### src/rtl/pzcorebus_request_mux_scheduler_pkg.sv
// ----------------------------------------------------------------------------
// pzcorebus_request_mux_scheduler_pkg
//
// Shared definitions for the request-mux scheduler:
//   - pzbcm_selector_type : encoding of the select buses (one-hot or binary)
//   - calc_select_width   : width of a select bus for a given encoding/fan-in
//   - calc_index_width    : width of a requester index (minimum 1 bit)
//   - select_bit          : one bit of the encoded select for a given index,
//                           so callers can build any select width bit by bit
// ----------------------------------------------------------------------------
package pzcorebus_request_mux_scheduler_pkg;

    typedef enum logic {
        PZBCM_SELECTOR_ONEHOT = 1'b0,
        PZBCM_SELECTOR_BINARY = 1'b1
    } pzbcm_selector_type;

    function automatic int calc_select_width(pzbcm_selector_type selector_type, int entries);
        if (selector_type == PZBCM_SELECTOR_ONEHOT) begin
            return entries;
        end
        else if (entries <= 2) begin
            return 1;
        end
        else begin
            return $clog2(entries);
        end
    endfunction

    function automatic int calc_index_width(int entries);
        if (entries <= 2) begin
            return 1;
        end
        else begin
            return $clog2(entries);
        end
    endfunction

    // Bit 'bit_pos' of the encoded select for requester 'index'.
    function automatic logic select_bit(pzbcm_selector_type selector_type, int index, int bit_pos);
        if (selector_type == PZBCM_SELECTOR_ONEHOT) begin
            return logic'(index == bit_pos);
        end
        else begin
            return logic'((index >> bit_pos) & 1);
        end
    endfunction

endpackage

### src/rtl/pzcorebus_request_order_fifo.sv
// ----------------------------------------------------------------------------
// pzcorebus_request_order_fifo
//
// Small synchronous FIFO holding requester indices of accepted write commands
// in command order. The head entry is available combinationally.
//
// Ports:
//   i_clk, i_rst_n   clock, asynchronous active-low reset
//   i_push           write i_push_data (ignored when full unless popping too)
//   i_push_data      index to store
//   i_pop            drop the head entry (ignored when empty)
//   o_head           current head entry
//   o_empty, o_full  status from the registered occupancy
// ----------------------------------------------------------------------------
module pzcorebus_request_order_fifo #(
    parameter int WIDTH = 1,
    parameter int DEPTH = 4
)(
    input  logic             i_clk,
    input  logic             i_rst_n,
    input  logic             i_push,
    input  logic [WIDTH-1:0] i_push_data,
    input  logic             i_pop,
    output logic [WIDTH-1:0] o_head,
    output logic             o_empty,
    output logic             o_full
);
    localparam int PTR_WIDTH   = (DEPTH > 1) ? $clog2(DEPTH) : 1;
    localparam int COUNT_WIDTH = $clog2(DEPTH + 1);

    logic [WIDTH-1:0]       mem [DEPTH];
    logic [PTR_WIDTH-1:0]   wr_ptr_reg;
    logic [PTR_WIDTH-1:0]   wr_ptr_next;
    logic [PTR_WIDTH-1:0]   rd_ptr_reg;
    logic [PTR_WIDTH-1:0]   rd_ptr_next;
    logic [COUNT_WIDTH-1:0] count_reg;
    logic [COUNT_WIDTH-1:0] count_next;
    logic                   push_en;
    logic                   pop_en;

    assign o_empty = (count_reg == '0);
    assign o_full  = (count_reg == COUNT_WIDTH'(DEPTH));
    assign o_head  = mem[rd_ptr_reg];

    // A push into a full FIFO is only safe when the head leaves in the same cycle.
    assign push_en = i_push && (!o_full || i_pop);
    assign pop_en  = i_pop && !o_empty;

    // Depth need not be a power of two, so wrap with an explicit compare.
    always_comb begin
        wr_ptr_next = wr_ptr_reg;
        rd_ptr_next = rd_ptr_reg;
        count_next  = count_reg;
        if (push_en) begin
            wr_ptr_next = (wr_ptr_reg == PTR_WIDTH'(DEPTH - 1)) ? '0 : wr_ptr_reg + PTR_WIDTH'(1);
        end
        if (pop_en) begin
            rd_ptr_next = (rd_ptr_reg == PTR_WIDTH'(DEPTH - 1)) ? '0 : rd_ptr_reg + PTR_WIDTH'(1);
        end
        if (push_en && !pop_en) begin
            count_next = count_reg + COUNT_WIDTH'(1);
        end
        else if (pop_en && !push_en) begin
            count_next = count_reg - COUNT_WIDTH'(1);
        end
    end

    always_ff @(posedge i_clk or negedge i_rst_n) begin
        if (!i_rst_n) begin
            wr_ptr_reg <= '0;
            rd_ptr_reg <= '0;
            count_reg  <= '0;
        end
        else begin
            wr_ptr_reg <= wr_ptr_next;
            rd_ptr_reg <= rd_ptr_next;
            count_reg  <= count_next;
        end
    end

    // Storage carries no reset: entries are only visible through count_reg.
    always_ff @(posedge i_clk) begin
        if (push_en) begin
            mem[wr_ptr_reg] <= i_push_data;
        end
    end

endmodule

### src/rtl/pzcorebus_request_mux_scheduler.sv
// ----------------------------------------------------------------------------
// pzcorebus_request_mux_scheduler
//
// Generates the command and write-data select signals for a request mux.
// Commands are arbitrated round-robin with a grant that locks until the
// command is accepted. The index of every accepted write command is queued so
// write data is steered to requesters in command order, one burst per entry.
//
// Ports:
//   i_clk, i_rst_n               clock, asynchronous active-low reset
//   i_mcmd_valid[SLAVES]         per-requester command valid
//   i_mcmd_with_data[SLAVES]     per-requester command carries write data
//   i_scmd_accept                downstream command accept
//   i_mdata_valid                muxed write-data valid
//   i_sdata_accept               downstream write-data accept
//   i_mdata_last                 muxed write-data last beat
//   o_command_select(_valid)     command select and grant-active flag
//   o_write_data_select(_valid)  write-data select and order-queue non-empty
//   o_data_fifo_full             order queue full
// ----------------------------------------------------------------------------
module pzcorebus_request_mux_scheduler
    import pzcorebus_request_mux_scheduler_pkg::*;
#(
    parameter int                 SLAVES          = 2,
    parameter pzbcm_selector_type SELECTOR_TYPE   = PZBCM_SELECTOR_ONEHOT,
    parameter int                 SELECT_WIDTH    = calc_select_width(SELECTOR_TYPE, SLAVES),
    parameter int                 DATA_FIFO_DEPTH = 4
)(
    input  logic                    i_clk,
    input  logic                    i_rst_n,
    input  logic [SLAVES-1:0]       i_mcmd_valid,
    input  logic [SLAVES-1:0]       i_mcmd_with_data,
    input  logic                    i_scmd_accept,
    input  logic                    i_mdata_valid,
    input  logic                    i_sdata_accept,
    input  logic                    i_mdata_last,
    output logic [SELECT_WIDTH-1:0] o_command_select,
    output logic                    o_command_select_valid,
    output logic [SELECT_WIDTH-1:0] o_write_data_select,
    output logic                    o_write_data_select_valid,
    output logic                    o_data_fifo_full
);
    localparam int INDEX_WIDTH = calc_index_width(SLAVES);
    typedef logic [INDEX_WIDTH-1:0] index_t;

    logic [SLAVES-1:0] eligible;
    logic              found;
    index_t            found_index;
    index_t            cand;
    logic              grant_valid;
    index_t            grant_index;
    logic              cmd_fire;
    logic              data_last_fire;
    logic              fifo_push;
    logic              fifo_empty;
    logic              fifo_full;
    index_t            fifo_head;

    index_t            ptr_reg;
    index_t            ptr_next;
    logic              lock_reg;
    logic              lock_next;
    index_t            lock_index_reg;
    index_t            lock_index_next;

    // A full order queue masks only commands that would need a queue entry.
    genvar gi;
    generate
        for (gi = 0; gi < SLAVES; gi++) begin : g_eligible
            assign eligible[gi] = i_mcmd_valid[gi] && !(i_mcmd_with_data[gi] && fifo_full);
        end
    endgenerate

    // Round-robin search upward from the priority pointer, wrapping to 0.
    always_comb begin
        found       = 1'b0;
        found_index = '0;
        cand        = ptr_reg;
        for (int k = 0; k < SLAVES; k++) begin
            if (!found && eligible[cand]) begin
                found       = 1'b1;
                found_index = cand;
            end
            cand = (cand == INDEX_WIDTH'(SLAVES - 1)) ? '0 : cand + INDEX_WIDTH'(1);
        end
    end

    // A locked grant was qualified when first issued, so it bypasses eligibility.
    assign grant_valid = lock_reg || found;
    assign grant_index = lock_reg ? lock_index_reg : found_index;
    assign cmd_fire    = grant_valid && i_scmd_accept;
    assign fifo_push   = cmd_fire && i_mcmd_with_data[grant_index];

    assign data_last_fire = !fifo_empty && i_mdata_valid && i_sdata_accept && i_mdata_last;

    always_comb begin
        ptr_next        = ptr_reg;
        lock_next       = lock_reg;
        lock_index_next = lock_index_reg;
        if (cmd_fire) begin
            ptr_next  = (grant_index == INDEX_WIDTH'(SLAVES - 1)) ? '0 : grant_index + INDEX_WIDTH'(1);
            lock_next = 1'b0;
        end
        else if (grant_valid) begin
            lock_next       = 1'b1;
            lock_index_next = grant_index;
        end
    end

    always_ff @(posedge i_clk or negedge i_rst_n) begin
        if (!i_rst_n) begin
            ptr_reg        <= '0;
            lock_reg       <= 1'b0;
            lock_index_reg <= '0;
        end
        else begin
            ptr_reg        <= ptr_next;
            lock_reg       <= lock_next;
            lock_index_reg <= lock_index_next;
        end
    end

    pzcorebus_request_order_fifo #(
        .WIDTH (INDEX_WIDTH),
        .DEPTH (DATA_FIFO_DEPTH)
    ) u_order_fifo (
        .i_clk       (i_clk),
        .i_rst_n     (i_rst_n),
        .i_push      (fifo_push),
        .i_push_data (grant_index),
        .i_pop       (data_last_fire),
        .o_head      (fifo_head),
        .o_empty     (fifo_empty),
        .o_full      (fifo_full)
    );

    assign o_command_select_valid    = grant_valid;
    assign o_write_data_select_valid = !fifo_empty;
    assign o_data_fifo_full          = fifo_full;

    // Selects are forced to zero when invalid (all-zero one-hot, index 0 binary).
    generate
        for (gi = 0; gi < SELECT_WIDTH; gi++) begin : g_select
            assign o_command_select[gi]    = grant_valid
                                          && select_bit(SELECTOR_TYPE, int'(grant_index), gi);
            assign o_write_data_select[gi] = !fifo_empty
                                          && select_bit(SELECTOR_TYPE, int'(fifo_head), gi);
        end
    endgenerate

endmodule

### config.mk
export PLATFORM = sky130hd
export DESIGN_NAME = pzcorebus_request_mux_scheduler
export DESIGN_NICKNAME = d
export VERILOG_FILES = /design/src/rtl/pzcorebus_request_mux_scheduler_pkg.sv /design/src/rtl/pzcorebus_request_order_fifo.sv /design/src/rtl/pzcorebus_request_mux_scheduler.sv
export SDC_FILE = /design/constraint.sdc
export NUM_CORES = 1
export LEC_CHECK = 0
export CORE_ASPECT_RATIO = 1.1
export CORE_MARGIN = 5
export CORE_UTILIZATION = 30
export CTS_BUF_LIST = sky130_fd_sc_hd__clkbuf_4
export DETAILED_ROUTE_END_ITERATION = 16
export DONT_BUFFER_PORTS = 1
export SLEW_MARGIN = 30
export SYNTH_ARGS = -nofsm -noshare
export SYNTH_HDL_FRONTEND = slang
export SYNTH_SLANG_ARGS = --single-unit
### constraint.sdc
create_clock -name i_clk -period 7.1 [get_ports i_clk]
set_input_delay 0.71 -clock i_clk [delete_from_list [all_inputs] [get_ports i_clk]]
set_output_delay 0.71 -clock i_clk [all_outputs]
set_load 0.02 [all_outputs]
==> flow_summary.json <==
{
  "initial_core_util_pct": 31.49,
  "r2r_cells": 10,
  "hold_viol": 0,
  "setup_viol": 0,
  "die_w_um": 61.48,
  "post_cts_buffers": 0,
  "finalNetCount": 98,
  "post_drt_wl_per_cell_um": 14.76,
  "synthFlopType": "dfrtp_1",
  "ys_seq_elements": 14,
  "synthCells": 76,
  "area_growth_pct": 7.725,
  "core_sq_um": 2778,
  "grt_pass1_vias": 600,
  "htreeDepth": 1,
  "crit_arrival_ns": 2.26,
  "dpl.hpwl_mm": 1.325,
  "worstPathRequired_ns": 6.39,
  "cts_buffers": 3,
  "ys_types": 29,
  "vias": 574,
  "cts.clk_slew.worst_paths_ns": 0.09,
  "critPathTopFamily": "simple AND/OR/NAND/NOR gates",
  "synth_edf_count": 4,
  "syn-mean-instance-area_sq_um": 11.51,
  "top_usage_layer": "met2",
  "final_cell_mix": "dfrtp_1 (10), inv_1 (9), nor2_1 (8)",
  "grt_max_degree": 11,
  "portBuffers": 0,
  "grt_first_pass_wirelength_mm": 2.677,
  "gp_congestion": 0.7242,
  "pwr_density_cell_nw_per_um2": 360.8,
  "rows": 20,
  "synth-async-reset-ratio_pct": 71.43,
  "status": "finished, final reports clean",
  "num_io_pins": 17,
  "worstMarginPinSlew_ns": 0.8972,
  "p_leak_nw": 0.3873,
  "yosysWarnings": 0,
  "grtUsageTotal_pct": 9.055,
  "cts_tree": "yes",
  "clock_path_buffers": 2,
  "vias_per_cell": 5.080,
  "largest_register_ffs": 4,
  "slew_violations": 0,
  "synth_area_sq_um": 874.6,
  "cap_violations": 0,
  "die_area_sq_um": 4096,
  "worstPathMaxFanout": 7,
  "cts_hold_buffers": 0,
  "slew_headroom_pct": 40.06,
  "root_buffer": "clkbuf_4",
  "slowest_stage": "o31ai_1",
  "rsz0062_at_grt": "false",
  "slowest_delay_ns": 0.74,
  "use_met2_pct": 14.79,
  "fmax_mhz": 336.2,
  "finalClockSkew_ns": 0.002634,
  "fp.dieH_um": 66.63,
  "period_needed_ns": 2.975,
  "overflow": 0,
  "post_cts_resized": 0,
  "finalCritPeriodShare_pct": 41.90,
  "fin_cells": 113,
  "antenna_found_initial": 0,
  "synth_nets": 93,
  "first_pass_iters": 3,
  "clk_latency_ns": 0.28,
  "ant_nets": 0,
  "diodes": 0,
  "critPathKind": "reg -> out",
  "gr-usage-met3_pct": 5.620,
  "yosysSeqAreaShare_pct": 42.35,
  "first_iter_violations": 23,
  "ir_drop_mv": 0.2149,
  "wl_mm": 1.668,
  "use_met1_pct": 9.620,
  "crit_path_cell_trace": "and4bb_2 -> nand2b_2 -> o31ai_1 -> nor2_1",
  "critPathLaunchType": "flip-flop",
  "worstSetupPathDepth": 4,
  "final.setup.tns_ns": 0,
  "drive_gt1_share_pct": 25.00,
  "mostFrequentLayoutCell": "dfrtp_1",
  "dp.cells": 109,
  "endpoint_kind": "output pin",
  "cts_num_sinks": 14,
  "remaining_drc_errors": 0,
  "path_buf_inv": 0,
  "hold_path.class": "in -> async"
}
where the power goes:
| group | internal [mW] | switching [mW] | total [mW] | leakage, nW |
|---|---|---|---|---|
| Clock | 0.0204 | 0.0258 | 0.0462 | 0.0154 |
| Combinational | 0.0699 | 0.0783 | 0.148 | 0.216 |
| Sequential | 0.113 | 0.0326 | 0.146 | 0.156 |
area by class of cell:
type	count	area, sq um
clock buffer	3	22.52
clock inverter	1	3.754
fill	286	1836
inverter	9	33.78
multi-input combinational	53	470.5
sequential	14	370.4
tap	33	41.29
worst register-to-register path, stage by stage (launching register included):
cell and delay (ns):
dfrtp_1 0.46, nand4bb_1 0.25, and3b_4 0.22, or4_4 0.49
a31oi_4 0.30, ha_1 0.24, inv_1 0.06, fa_1 0.37
xor2_1 0.17, nor2_1 0.11, xor2_1 0.15
worst paths after layout:
path	end	slack, ns	from
worst max register to register	u_order_fifo.count_reg[2]$_DFFE_PN0P_	4.20	u_order_fifo.count_reg[0]$_DFFE_PN0P_
worst min-delay path	u_order_fifo.rd_ptr_reg[1]$_DFFE_PN0P_	0.11	i_rst_n
worst min register to register	ptr_reg$_DFFE_PN0P_	0.54	ptr_reg$_DFFE_PN0P_
worst max-delay path	o_command_select[0]	4.13	u_order_fifo.count_reg[0]$_DFFE_PN0P_
min in group i_clk	lock_reg$_DFFE_PN0P_	0.50	i_scmd_accept
max in group asynchronous	u_order_fifo.rd_ptr_reg[0]$_DFFE_PN0P_	6.91	i_rst_n
Yosys cell counts, types with 3 or more instances:
library cell	count	share of area (%)
ha_1	6	8.6
and2_2	4	3.4
nand2_1	4	1.7
mux2_2	4	5.1
o31ai_1	3	2.6
dfrtp_1	10	29
nor2_1	8	3.4
inv_1	9	3.9
edfxtp_1	4	14
layer usage:
layer,up-vias,part of all wire [%],routed length [um]
met4,0,0,0
met5,-,0,0
met2,13,49,809
li1,277,-,-
met1,284,42,698
met3,0,9.6,160
stage by stage:
| step | worst slack (ns) | hold WS [ns] | total power, mW | util (%) | cell area [sq um] |
|---|---|---|---|---|---|
| after floorplan | 4.243 | 0.4144 | 0.2693 | - | 874.6 |
| after global placement | 4.119 | 0.4147 | 0.2910 | 32.97 | 915.9 |
| after detailed placement | 4.037 | 0.4148 | 0.2987 | 32.97 | 915.9 |
| after CTS | 4.076 | 0.09990 | 0.3468 | 33.92 | 942.2 |
| after global routing | 3.974 | 0.08467 | 0.3686 | 33.92 | 942.2 |
| final | 4.125 | 0.1147 | 0.3400 | 33.92 | 942.2 |
logic make-up (layout without fill, tap and decap cells):
| family | Yosys count | after routing | synth area share, % |
|---|---|---|---|
| buffers and inverters | 9 | 13 | 3.862 |
| adder cells (fa/ha/maj) | 7 | 7 | 10.87 |
| XOR/XNOR | 3 | 3 | 3.005 |
| flip-flops | 14 | 14 | 42.35 |
| AND/OR/NAND/NOR | 28 | 28 | 19.74 |
| multiplexers | 7 | 7 | 11.16 |
| AO/OA/AOI/OAI | 8 | 8 | 9.013 |
(Power assumes the default switching activity.)
